==> src/rtl/cordic_pkg.sv <==
// Shared CORDIC definitions: FSM states, mode encodings and the arctangent table.
// Pure declarations, no latency; no flow control involved.
package cordic_pkg;

  typedef enum logic [1:0] {
    ST_IDLE,
    ST_RUN,
    ST_DONE
  } state_t;

  localparam logic MODE_ROT = 1'b0;
  localparam logic MODE_VEC = 1'b1;

  // atan(2^-i) scaled by 2^30 and truncated; 24 entries cover the legal ITER range.
  function automatic logic [31:0] atan_q30(input logic [4:0] i);
    case (i)
      5'd0:    return 32'h3243F6A8;
      5'd1:    return 32'h1DAC6705;
      5'd2:    return 32'h0FADBAFC;
      5'd3:    return 32'h07F56EA6;
      5'd4:    return 32'h03FEAB76;
      5'd5:    return 32'h01FFD55B;
      5'd6:    return 32'h00FFFAAA;
      5'd7:    return 32'h007FFF55;
      5'd8:    return 32'h003FFFEA;
      5'd9:    return 32'h001FFFFD;
      5'd10:   return 32'h000FFFFF;
      5'd11:   return 32'h0007FFFF;
      5'd12:   return 32'h0003FFFF;
      5'd13:   return 32'h0001FFFF;
      5'd14:   return 32'h0000FFFF;
      5'd15:   return 32'h00007FFF;
      5'd16:   return 32'h00003FFF;
      5'd17:   return 32'h00001FFF;
      5'd18:   return 32'h00000FFF;
      5'd19:   return 32'h000007FF;
      5'd20:   return 32'h000003FF;
      5'd21:   return 32'h000001FF;
      5'd22:   return 32'h000000FF;
      5'd23:   return 32'h0000007F;
      default: return 32'h00000000;
    endcase
  endfunction

  // Table entry rounded to nearest at Q2.(width-2).
  function automatic logic [63:0] atan_entry(input logic [4:0] i, input int width);
    logic [63:0] raw;
    int          frac;
    raw  = {32'd0, atan_q30(i)};
    frac = width - 2;
    if (frac < 30)
      return (raw + (64'd1 << (29 - frac))) >> (30 - frac);
    else
      return raw << (frac - 30);
  endfunction

endpackage

==> src/rtl/cordic_stage.sv <==
// One combinational CORDIC micro-rotation with arithmetic shifts and wrapping sums.
// Zero latency; no flow control.
module cordic_stage
  import cordic_pkg::*;
#(
  parameter int WIDTH = 22
) (
  input  logic [WIDTH-1:0] x,
  input  logic [WIDTH-1:0] y,
  input  logic [WIDTH-1:0] z,
  input  logic [4:0]       i,
  input  logic             mode,
  output logic [WIDTH-1:0] x_nxt,
  output logic [WIDTH-1:0] y_nxt,
  output logic [WIDTH-1:0] z_nxt
);

  logic [WIDTH-1:0] x_sh;
  logic [WIDTH-1:0] y_sh;
  logic [WIDTH-1:0] atan_val;
  logic             d_pos;

  assign x_sh     = $signed(x) >>> i;
  assign y_sh     = $signed(y) >>> i;
  assign atan_val = WIDTH'(atan_entry(i, WIDTH));

  // Rotation steers z towards zero, vectoring steers y towards zero.
  assign d_pos = (mode == MODE_ROT) ? ~z[WIDTH-1] : y[WIDTH-1];

  always_comb begin
    x_nxt = x;
    y_nxt = y;
    z_nxt = z;
    if (d_pos) begin
      x_nxt = x - y_sh;
      y_nxt = y + x_sh;
      z_nxt = z - atan_val;
    end else begin
      x_nxt = x + y_sh;
      y_nxt = y - x_sh;
      z_nxt = z + atan_val;
    end
  end

endmodule

==> src/rtl/cordic_engine.sv <==
// Iterative CORDIC engine: one micro-rotation per cycle, ITER+2 cycles per operation.
// No backpressure: start is only honoured in IDLE; done is a single-cycle pulse.
module cordic_engine
  import cordic_pkg::*;
#(
  parameter int WIDTH = 22,
  parameter int ITER  = 16
) (
  input  logic             clk,
  input  logic             rst_n,
  input  logic             start,
  input  logic             mode,
  input  logic [WIDTH-1:0] x_in,
  input  logic [WIDTH-1:0] y_in,
  input  logic [WIDTH-1:0] z_in,
  output logic             busy,
  output logic             done,
  output logic [WIDTH-1:0] x_out,
  output logic [WIDTH-1:0] y_out,
  output logic [WIDTH-1:0] z_out
);

  localparam logic [4:0] LAST_ITER = 5'(ITER - 1);

  state_t           state;
  state_t           state_nxt;
  logic [4:0]       i_cnt;
  logic             mode_q;
  logic [WIDTH-1:0] x_q;
  logic [WIDTH-1:0] y_q;
  logic [WIDTH-1:0] z_q;
  logic [WIDTH-1:0] x_nxt;
  logic [WIDTH-1:0] y_nxt;
  logic [WIDTH-1:0] z_nxt;
  logic             last_iter;

  assign last_iter = (i_cnt == LAST_ITER);

  cordic_stage #(.WIDTH(WIDTH)) u_stage (
    .x     (x_q),
    .y     (y_q),
    .z     (z_q),
    .i     (i_cnt),
    .mode  (mode_q),
    .x_nxt (x_nxt),
    .y_nxt (y_nxt),
    .z_nxt (z_nxt)
  );

  always_ff @(posedge clk or negedge rst_n) begin
    if (!rst_n) state <= ST_IDLE;
    else        state <= state_nxt;
  end

  always_comb begin
    state_nxt = state;
    case (state)
      ST_IDLE: if (start)     state_nxt = ST_RUN;
      ST_RUN:  if (last_iter) state_nxt = ST_DONE;
      ST_DONE:                state_nxt = ST_IDLE;
      default:                state_nxt = ST_IDLE;
    endcase
  end

  assign busy = (state == ST_RUN);
  assign done = (state == ST_DONE);

  // Results are published only on the final iteration and held until the next one.
  always_ff @(posedge clk or negedge rst_n) begin
    if (!rst_n) begin
      i_cnt  <= '0;
      mode_q <= MODE_ROT;
      x_q    <= '0;
      y_q    <= '0;
      z_q    <= '0;
      x_out  <= '0;
      y_out  <= '0;
      z_out  <= '0;
    end else begin
      case (state)
        ST_IDLE: begin
          if (start) begin
            x_q    <= x_in;
            y_q    <= y_in;
            z_q    <= z_in;
            mode_q <= mode;
            i_cnt  <= '0;
          end
        end
        ST_RUN: begin
          x_q   <= x_nxt;
          y_q   <= y_nxt;
          z_q   <= z_nxt;
          i_cnt <= i_cnt + 5'd1;
          if (last_iter) begin
            x_out <= x_nxt;
            y_out <= y_nxt;
            z_out <= z_nxt;
          end
        end
        default: ;
      endcase
    end
  end

endmodule

==> config.mk <==
export PLATFORM = sky130hd
export DESIGN_NAME = cordic_engine
export DESIGN_NICKNAME = d
export VERILOG_FILES = /design/src/rtl/cordic_pkg.sv /design/src/rtl/cordic_stage.sv /design/src/rtl/cordic_engine.sv
export SDC_FILE = /design/constraint.sdc
export NUM_CORES = 1
export LEC_CHECK = 0
export BUFFER_PORTS_ARGS = -buffer_cell sky130_fd_sc_hd__clkbuf_2
export CORE_ASPECT_RATIO = 0.7
export CORE_MARGIN = 1
export CORE_UTILIZATION = 32
export DETAILED_ROUTE_END_ITERATION = 8
export SLEW_MARGIN = 0
export SYNTH_ARGS = -nofsm -noshare
export SYNTH_HDL_FRONTEND = slang
export SYNTH_SLANG_ARGS = --single-unit
==> constraint.sdc <==
create_clock -name clk -period 6.17 [get_ports clk]
set_input_delay 0.617 -clock clk [delete_from_list [all_inputs] [get_ports clk]]
set_output_delay 0.617 -clock clk [all_outputs]
set_load 0.02 [all_outputs]
# Yosys cells after proc, flatten, opt, wreduce, memory -nomap -nowiden
# Memory sizes are Yosys's and may differ from the RTL's.
# Cells that the tools add are included.
# W data, S select, Z words.
# totals
mem_bits_rw,0
romBits,960
n_memories,1
latch_bits,0
word_cells,47
out_inout_bits,68
reg_bits,140
# mem_list
name,depth,word_bits,rd,rd_clocked_by_memory_dff,write_ports,line_no,rtl
(no name shown),32,30,1,0,0,cordic_pkg.sv:16,case (i)
# op_classes
multipliers,0
addsub,8
eq_ne,5
magnitude_cmp,0
mux,15
div,0
n_bitwise,1
n_shift,2
n_reduce_logical,6
# op_table
cell,n
$mux W22,6
$pmux W22 S2,3
$add A22 B22 Y22,3
$sub A22 B22 Y22,3
$sshr A22 B5 Y22,2
$add A32 B10 Y32 const B,1
$pmux W5 S2,1
$reduce_and A2 Y1,4
$add A5 B1 Y5 const B,1
$eq A5 B4 Y1 const B,1
$mux W5,1
$mux W2,2
$pmux W2 S2,1
$eq A2 B1 Y1 const B,1
$eq A2 B2 Y1 const B,1
$logic_not A2 Y1,1
$ne A2 B1 Y1 const B,1
$ne A2 B2 Y1 const B,1
$reduce_bool A2 Y1,1
$mux W1,1
$not A1 Y1,1

# Longest topological paths before layout
# Gate-level depths: netlist of run 1.
# An unclocked memory read counts as a cell.
# logic_depth
ltp_word,5
ltp_mapped,29
depth_no_buf,23

# By module
# Synthesis of run 1 repeated with hierarchy kept, for this count alone.
# hier_totals
cells_unflattened,1476
hier_area_um2,13465.4
# by_module_without_submodules
module,seq_area_each_um2,instances,cells_per_inst,area_per_inst_um2
cordic_stage,0.0,1,1016,7787.5
cordic_engine,3503.4,1,460,5677.9

# Worst setup path after synthesis of run 1
# OpenSTA, ideal clock, no wires.
# synth_timing
path_type,reg-to-reg
startpoint,register i_cnt[1]
endpoint,register z_q[21]
synth_period_minus_slack_ps,6055
setup_slack_ps,115
n_path_buf,6
arrival_ps,5922
setup_ps,133
stages_incl_launch_ff,28
cell_sequence,dfrtp_1 > buf_6 > buf_6 > inv_2 > buf_2 > buf_2 > ha_1 > clkbuf_1 > o221ai_1 > inv_1 > ha_1 > clkbuf_1 > o2111ai_2 > o31ai_1 > nand3_1 > a2111oi_2 > a31oi_1 > xor2_1 > ha_1 > a21oi_1 > o221ai_1 > a2111oi_0 > a21oi_1 > o41ai_1 > o21ai_0 > a31oi_1 > xnor2_1 > o21ai_0
# synth_via
elab_chain_cells,5
word_cells_on_any_way,6
classes_between,add/sub (3); mux (2); memory (1)
# synth_lines
item,line_no,rtl
from (decl),cordic_engine.sv:27,logic [4:0] i_cnt;
from (signal assigned),cordic_engine.sv:94,i_cnt <= i_cnt + 5'd1;
$mem_v2 Z32 W30 *,n/a,
$add A32 B10 Y32 *,cordic_pkg.sv:52,return (raw + (64'd1 << (29 - frac))) >> (30 - frac);
$add A22 B22 Y22 / $sub A22 B22 Y22 (equally long branches),"cordic_stage.sv:41, cordic_stage.sv:37",
$mux W22 *,cordic_stage.sv:34,if (d_pos) begin
$pmux W22 S2 *,cordic_engine.sv:80,case (state)
to (signal assigned),cordic_engine.sv:85,z_q <= z_in;
to (signal assigned),cordic_engine.sv:93,z_q <= z_nxt;
to (decl),cordic_engine.sv:31,logic [WIDTH-1:0] z_q;
# Mark *: on every way between the ends. The rest lies on a longest branch, timed or not.
# A chain may end at the register's enable or synchronous reset.

# Worst setup path in the final report of run 1
# layout_timing
startpoint,register i_cnt[0]
endpoint,register y_q[20]
# layout_via
elab_chain_cells,4
word_cells_on_any_way,5
classes_between,add/sub (2); shift (1); mux (2)
# layout_lines
item,line_no,rtl
$sshr A22 B5 Y22 *,cordic_stage.sv:23,assign x_sh = $signed(x) >>> i;
$sub A22 B22 Y22 / $add A22 B22 Y22 (equally long branches),"cordic_stage.sv:40, cordic_stage.sv:36",
$mux W22 *,cordic_stage.sv:34,
$pmux W22 S2 *,cordic_engine.sv:80,
to (signal assigned),cordic_engine.sv:84,y_q <= y_in;
to (signal assigned),cordic_engine.sv:92,y_q <= y_nxt;
to (decl),cordic_engine.sv:30,logic [WIDTH-1:0] y_q;
# Marked as above.

==> metrics.md, run 1 <==
| Metric | Value |
|---|---|
| Mean routed wirelength per cell | `22.1 microns` |
| Min Clock Period, post-route | `5.87 ns` |
| Number of routed nets with antenna violations | `0` |
| Post-DP Area | `14800 sq um` |
| Status | `finished, violations left` |
| Crit. End Element | `flop` |
| Post-route clock skew | `0.0158 ns` |
| CTS clk-pin slew, worst paths | `0.08 ns` |
| Setup crit start kind | `flop` |
| TNS Setup | `0 ns` |
| CTS tree | `yes` |
| Vias | `13.0k` |
| Crit path DAT | `6.22 ns` |
| Initial antenna violation count | `0` |
| CTS H-tree lvls | `4` |
| Die area | `42900 sq um` |
| Count of pins over their slew limit | `0` |
| Synth Flop Type | `dfrtp_1` |
| RD Place Congestion | `1.01` |
| Top cells by area, synth | `dfrtp_1 (26%), ha_1 (7.1%), o21ai_0 (6.2%)` |
| Clock Sink Count | `140` |
| Synth Area in Simple Gates | `0.153` |
| Mux cell area share after synthesis | `0.117` |
| Vias/cell | `5.81` |
| Drt total wl | `49500 microns` |
| Port buffer count | `137` |
| CTS buffer count | `17` |
| Pin count of the biggest net entering global routing | `82` |
| Final setup violating endpoints | `0` |
| Seq cells post-synth | `140` |
| Hold WC Path Type | `primary input to async pin` |
| Share of layout cells above drive strength 1 | `0.199` |
| Die width | `247 microns` |
| # rows | `62` |
| FF-to-FF Start | `i_cnt[0]` |
| Cell taking the most area after synthesis | `dfrtp_1` |
| Sequential fraction of the synthesis area | `0.261` |
| XOR/XNOR share of the synthesized area | `0.0792` |
| Core Region | `41200 sq um` |
| Vias in the first global route | `12.4k` |
| Number of synthesis warnings | `0` |
| Max Cap Viol | `0` |
| Failing checks | `design-rule violations` |
| Final HPWL DP | `37900 microns` |
| Tcrit/Tclk final | `0.951` |
| Final Cell Area | `15500 sq um` |
| Crit Path Max Fanout | `56` |
| DRC viols | `12` |
| FFs w/ async S/R, synth | `1.00` |
| Tot GR Track Use | `0.234` |
| Io pins | `138` |
| Syn_nets | `1712` |
| Area growth syn-to-layout | `15.2%` |
| Largest family of logic cells by synthesized area | `compound AO/OA/AOI/OAI gates` |
| FMAX | `170 MHz` |
| Mean post-synth cell area | `8.60 sq um` |
| Max-slew headroom | `0.268` |
| Drt first pass iters | `8` |
| Slew @ Worst Pin | `1.09 ns` |
| Adder-cell share of the synthesized area | `0.0752` |
| CP Launch Point | `i_cnt[0]` |
| Hold Violations, Final | `0` |
| Yosys cell types | `94` |
| Initial core utilization | `0.326` |
| Global-route wire length before repair | `76500 microns` |
| Root buffer cell | `clkbuf_16` |
| RSZ-0062 raised after global routing | `false` |
| Clk_lat worst skew | `0.47 ns` |
| GR Overflow Total | `0` |
| Synth Instances | `1563` |
| Synth Area in Compound Gates | `0.265` |
| Fill count | `4225` |
| DR iter-0 viols | `1320` |
| Antenna cell count | `0` |
| CTS max path bufs | `2` |
| Die Y | `174 microns` |
| Yosys top cell area share | `0.261` |
| Post-synth EDFFs | `0` |
| # nets final | `1832` |
| Worst path required time | `6.52 ns` |
| Crit path kind | `flop to flop` |
| Mapped Area | `13400 sq um` |
==> cell usage after synthesis, drive strengths merged, types with 7 or more instances <==
master    n
nor2b    18
o21bai   11
o211ai   14
nor4      8
mux2i    46
or2       8
o21a     11
a221o     7
a21o     27
a211oi   15
o41ai     8
mux2     29
buf      38
and2     15
o221ai    7
o21ai   181
xnor2    65
dfrtp   140
nand2   167
mux4     35
a31oi    19
nand3    22
nand4     7
and3     11
or3       9
nor3     27
clkbuf   58
o31ai    17
inv      45
a22oi    68
nand2b   22
nor2     90
ha       76
a21oi   103
xor2     54
==> cell type report <==
| type | instances | area, sq um | area share |
|---|---|---|---|
| multi-input cells | 1282 | 9380 | 0.606 |
| flip-flops and latches | 140 | 3510 | 0.226 |
| repair buffers | 197 | 1180 | 0.0761 |
| well taps | 544 | 681 | 0.0439 |
| clock buffers | 19 | 443 | 0.0286 |
| inverters | 45 | 169 | 0.0109 |
| clock inverters | 13 | 129 | 0.00832 |
==> registers in the layout (all words and copies together), names as in the netlist <==
register and flops:
z_out 22, x_out 22, z_q 22, y_q 22
state 2, y_out 22, x_q 22, i_cnt 5
mode_q 1
==> per-stage QoR <==
| step | hold slack (ns) | setup WS (ns) | cells | utilization |
|---|---|---|---|---|
| finish | 0.200 | 0.301 | 2240 | 0.376 |
| global route | 0.221 | 0.0149 | 2240 | 0.376 |
| CTS | 0.205 | 0.0357 | 2237 | 0.373 |
| detailed placement | 0.472 | 0.0513 | 2205 | 0.359 |
| global placement | 0.465 | 0.130 | 2205 | 0.359 |
| floorplan | 0.321 | 0.115 | 1563 | - |
==> repair_timing <==
action,4_1_cts,5_1_grt
hold buffers,0,0
gates resized for setup,0,20
buffers inserted,0,3
setup endpoints to repair,0,19
==> placed cells by master, fill, tap and decap left out, types with 7 or more instances in the layout <==
master	n
inv_1	43
o31ai_1	16
clkbuf_16	17
buf_4	57
a31oi_1	19
o21ai_0	167
nand2b_1	21
o21bai_1	11
a211oi_1	13
nor2b_1	17
clkbuf_2	136
xor2_1	54
nand3_1	22
nand4_1	7
nand2_1	166
o21ai_1	12
mux2_2	23
ha_1	75
or3_1	9
and3_1	11
xnor2_1	65
a21o_1	27
and2_1	15
nor2_1	87
a21oi_1	103
nor3_1	22
mux4_2	34
dfrtp_1	139
a22oi_1	68
a221o_1	7
o21a_1	10
mux2i_1	42
o211ai_1	14
==> final timing paths <==
path,endpoint,slack (ns),depth (start not counted)
worst max register to register,y_q[20],0.30,19
worst min-delay path,y_out[4],0.20,1
worst max-delay path,y_q[20],0.30,19
worst min register to register,x_out[13],0.48,2
max in group asynchronous,x_q[13],4.56,2
min in group clk,z_q[1],0.38,3
==> worst max-delay path: stages, from the launching register on <==
cell,delay (ns)
dfrtp_4,0.49
buf_16,0.27
mux2i_1,0.56
nand2_1,0.12
a31o_2,0.31
o211ai_1,0.48
ha_1,0.30
nand3_1,0.21
or2_1,0.31
o31ai_1,0.28
xnor2_1,0.15
ha_1,0.37
a21o_1,0.19
a21o_1,0.21
or3_1,0.32
a21oi_1,0.31
o311ai_0,0.21
a31oi_1,0.22
xor2_1,0.29
o21ai_0,0.11
==> per-layer routing <==
layer,track usage,share of wire
met1,0.373,0.52
met2,0.305,0.39
met3,0.0607,0.083
met4,0.0486,0.012
met5,0,0
==> cell families after synthesis <==
group                      after synthesis
AOI/OAI and AO/OA                      549
xor gates and xnor gates               120
DFF                                    140
adders and majority gates               79
muxes                                  110
buffers and inverters                  141
and+or+nand+nor                        424
Power of run 1 is left out: the tool's default activity adds up to more than one toggle a clock period on the data nets, which glitch-free logic cannot reach.
==> run 2, diff against run 1 <==
--- a/config.mk
+++ b/config.mk
@@ -9,7 +9,9 @@
 export CORE_ASPECT_RATIO = 0.7
 export CORE_MARGIN = 1
 export CORE_UTILIZATION = 32
+export CTS_CLUSTER_DIAMETER = 60
 export DETAILED_ROUTE_END_ITERATION = 8
+export REMOVE_ABC_BUFFERS = 1
 export SLEW_MARGIN = 0
 export SYNTH_ARGS = -nofsm -noshare
 export SYNTH_HDL_FRONTEND = slang
==> constraint.sdc (replaced) <==
create_clock -name clk -period 7.1 [get_ports clk]
set_input_delay 0.71 -clock clk [delete_from_list [all_inputs] [get_ports clk]]
set_output_delay 0.71 -clock clk [all_outputs]
set_load 0.02 [all_outputs]
==> metrics.md, run 2 (synthesized netlist as in run 1, its figures left out) <==
| Metric | Value |
|---|---|
| FMAX | `156 MHz (-8.5%)` |
| Port buffer count | `137 (unchanged)` |
| CTS H-tree lvls | `4 (unchanged)` |
| Root buffer cell | `clkbuf_16` |
| Initial core utilization | `0.326 (unchanged)` |
| Pin count of the biggest net entering global routing | `80 (-2.4%)` |
| Mean routed wirelength per cell | `22.1 microns (about the same)` |
| Post-placement cell count | `2191 (-0.63%)` |
| Slew @ Worst Pin | `0.931 ns (-0.159 ns)` |
| Hold Violations, Final | `0 (unchanged)` |
| Slowest cell on the critical path | `dfrtp_4` |
| CTS Hold Bufs | `0 (unchanged)` |
| Status | `finished, violations left` |
| Tot GR Track Use | `0.233 (-0.000908)` |
| Crit Path Max Fanout | `30 (-46%)` |
| Io pins | `138 (unchanged)` |
| Hold WC Path Type | `primary input to async pin` |
| Final HPWL DP | `37200 microns (-1.8%)` |
| CTS buffer count | `17 (unchanged)` |
| Count of pins over their slew limit | `0 (unchanged)` |
| Die area | `42900 sq um (unchanged)` |
| Vias | `12.7k (-2.3%)` |
| Most frequent cells in the layout | `o21ai_0 (167), nand2_1 (166), dfrtp_1 (139), clkbuf_2 (136), a21oi_1 (103)` |
| CTS max path bufs | `2 (unchanged)` |
| Drt total wl | `49100 microns (-0.79%)` |
| Clk_lat worst skew | `0.48 ns (about the same)` |
| Die Y | `174 microns (unchanged)` |
| Final setup violating endpoints | `0 (unchanged)` |
| GR Overflow Total | `0 (unchanged)` |
| Global-route wire length before repair | `75700 microns (-1.0%)` |
| Core Region | `41200 sq um (unchanged)` |
| Commonest non-fill, non-tap cell in the layout | `o21ai_0` |
| Die width | `247 microns (unchanged)` |
| Clock Sink Count | `140 (unchanged)` |
| Worst path required time | `7.43 ns (+0.91 ns)` |
| # rows | `62 (unchanged)` |
| Fill count | `4251 (+0.62%)` |
| Crit. End Element | `flop` |
| Post-Route Utilization | `0.371 (-0.00504)` |
| Setup crit start kind | `flop` |
| Min Clock Period, post-route | `6.41 ns (+0.542 ns)` |
| RSZ-0062 raised after global routing | `false` |
| Final cell count without fillers | `2223 (-0.76%)` |
| Max Cap Viol | `0 (unchanged)` |
| Crit path largest cell delay | `0.66 ns (+0.10 ns)` |
| Post-route clock skew | `0.0192 ns (+0.00339 ns)` |
| DRC viols | `16 (+4)` |
| Drt first pass iters | `8 (unchanged)` |
| Final Cell Area | `15300 sq um (-1.3%)` |
| Reg2Reg Depth | `22 (+3)` |
| DR iter-0 viols | `1233 (-6.6%)` |
| FF-to-FF setup slack | `0.69 ns (+0.39 ns)` |
| CTS clk-pin slew, worst paths | `0.07 ns (about the same)` |
| TNS Setup | `0 ns (unchanged)` |
| Max-slew headroom | `0.379 (+0.112)` |
| Postcts setup bufs | `0 (unchanged)` |
| Number of routed nets with antenna violations | `0 (unchanged)` |
| Crit path kind | `flop to flop` |
| # nets final | `1815 (-0.93%)` |
| Area growth syn-to-layout | `13.7%` |
| Post-DP Area | `14700 sq um (-0.68%)` |
| Post-CTS Resized | `0 (unchanged)` |
| Tcrit/Tclk final | `0.903 (-0.0482)` |
| CP Cell Sequence | `ha_1, inv_1, ha_1, and3b_1, a311o_1, o2111ai_2, o21ai_0, nand4_1, a2111oi_0, nand3_1, nand2_1, xnor2_1, ha_1, inv_1, o221ai_1, a2111oi_0, a21oi_1, o41ai_1, o21ai_0, a31oi_1, xnor2_1, o21ai_0` |
| Reg-to-Reg End | `z_q[21]` |
| Vias in the first global route | `12.0k (-2.8%)` |
| Share of layout cells above drive strength 1 | `0.183 (-0.0159)` |
| Vias/cell | `5.72 (-1.6%)` |
| Antenna cell count | `0 (unchanged)` |
| Initial antenna violation count | `1 (+1)` |
| FF-to-FF Start | `i_cnt[0]` |
| Crit path DAT | `6.74 ns (+0.52 ns)` |
| CTS tree | `yes` |
| RD Place Congestion | `0.975 (-3.5%)` |
| Failing checks | `design-rule violations` |
[run 2: cell types whose count changed in the layout (fill, tap and decap cells not counted), sizes merged]
cell	change
buf	-17
inv	-4
clkinvlp	+3
bufinv	+1
[run 2: how the worst max path moves through the flow]
stage                     startpoint       to
final                       i_cnt[0]  z_q[21]
after global routing        i_cnt[0]  z_q[21]
after CTS                   i_cnt[0]  z_q[21]
after detailed placement    i_cnt[0]  z_q[21]
after global placement      i_cnt[0]  z_q[21]
after floorplan                start  x_q[19]
[run 2: metal layers]
metal | global-route usage | part of all wire | routed length [microns]
met3 | 0.0765 | 0.10 | 5010
met1 | 0.367 | 0.51 | 24900
met5 | 0 | 0.00022 | 11
met4 | 0.0489 | 0.012 | 582
met2 | 0.297 | 0.38 | 18600
[run 2: worst max-delay path: cells and delay by family, from the launching register on]
kind	cells	cell delay (ns)
buffers and inverters	2	0.28
AO/OA/AOI/OAI	11	3.49
XOR/XNOR	2	0.28
flip-flops	1	0.66
adder cells (fa/ha/maj)	3	0.83
AND/OR/NAND/NOR	4	0.71
[run 2: cell type report]
| type | count | area, sq um | area share |
|---|---|---|---|
| multi-input cells | 1282 | 9300 | 0.609 |
| flip-flops and latches | 140 | 3510 | 0.229 |
| repair buffers | 180 | 1040 | 0.0680 |
| well taps | 544 | 681 | 0.0445 |
| clock buffers | 19 | 443 | 0.0290 |
| inverters | 45 | 169 | 0.0111 |
| clock inverters | 13 | 143 | 0.00933 |
[run 2: per-stage QoR]
stage / hold slack [ns] / setup WS [ns]
2_1_floorplan: 0.414 / -1.24
3_3_place_gp: 0.462 / 1.01
5_1_grt: 0.320 / 0.0834
4_1_cts: 0.295 / 0.721
6_report: 0.272 / 0.689
3_5_place_dp: 0.470 / 0.740
Power of run 2 is left out for the same reason.
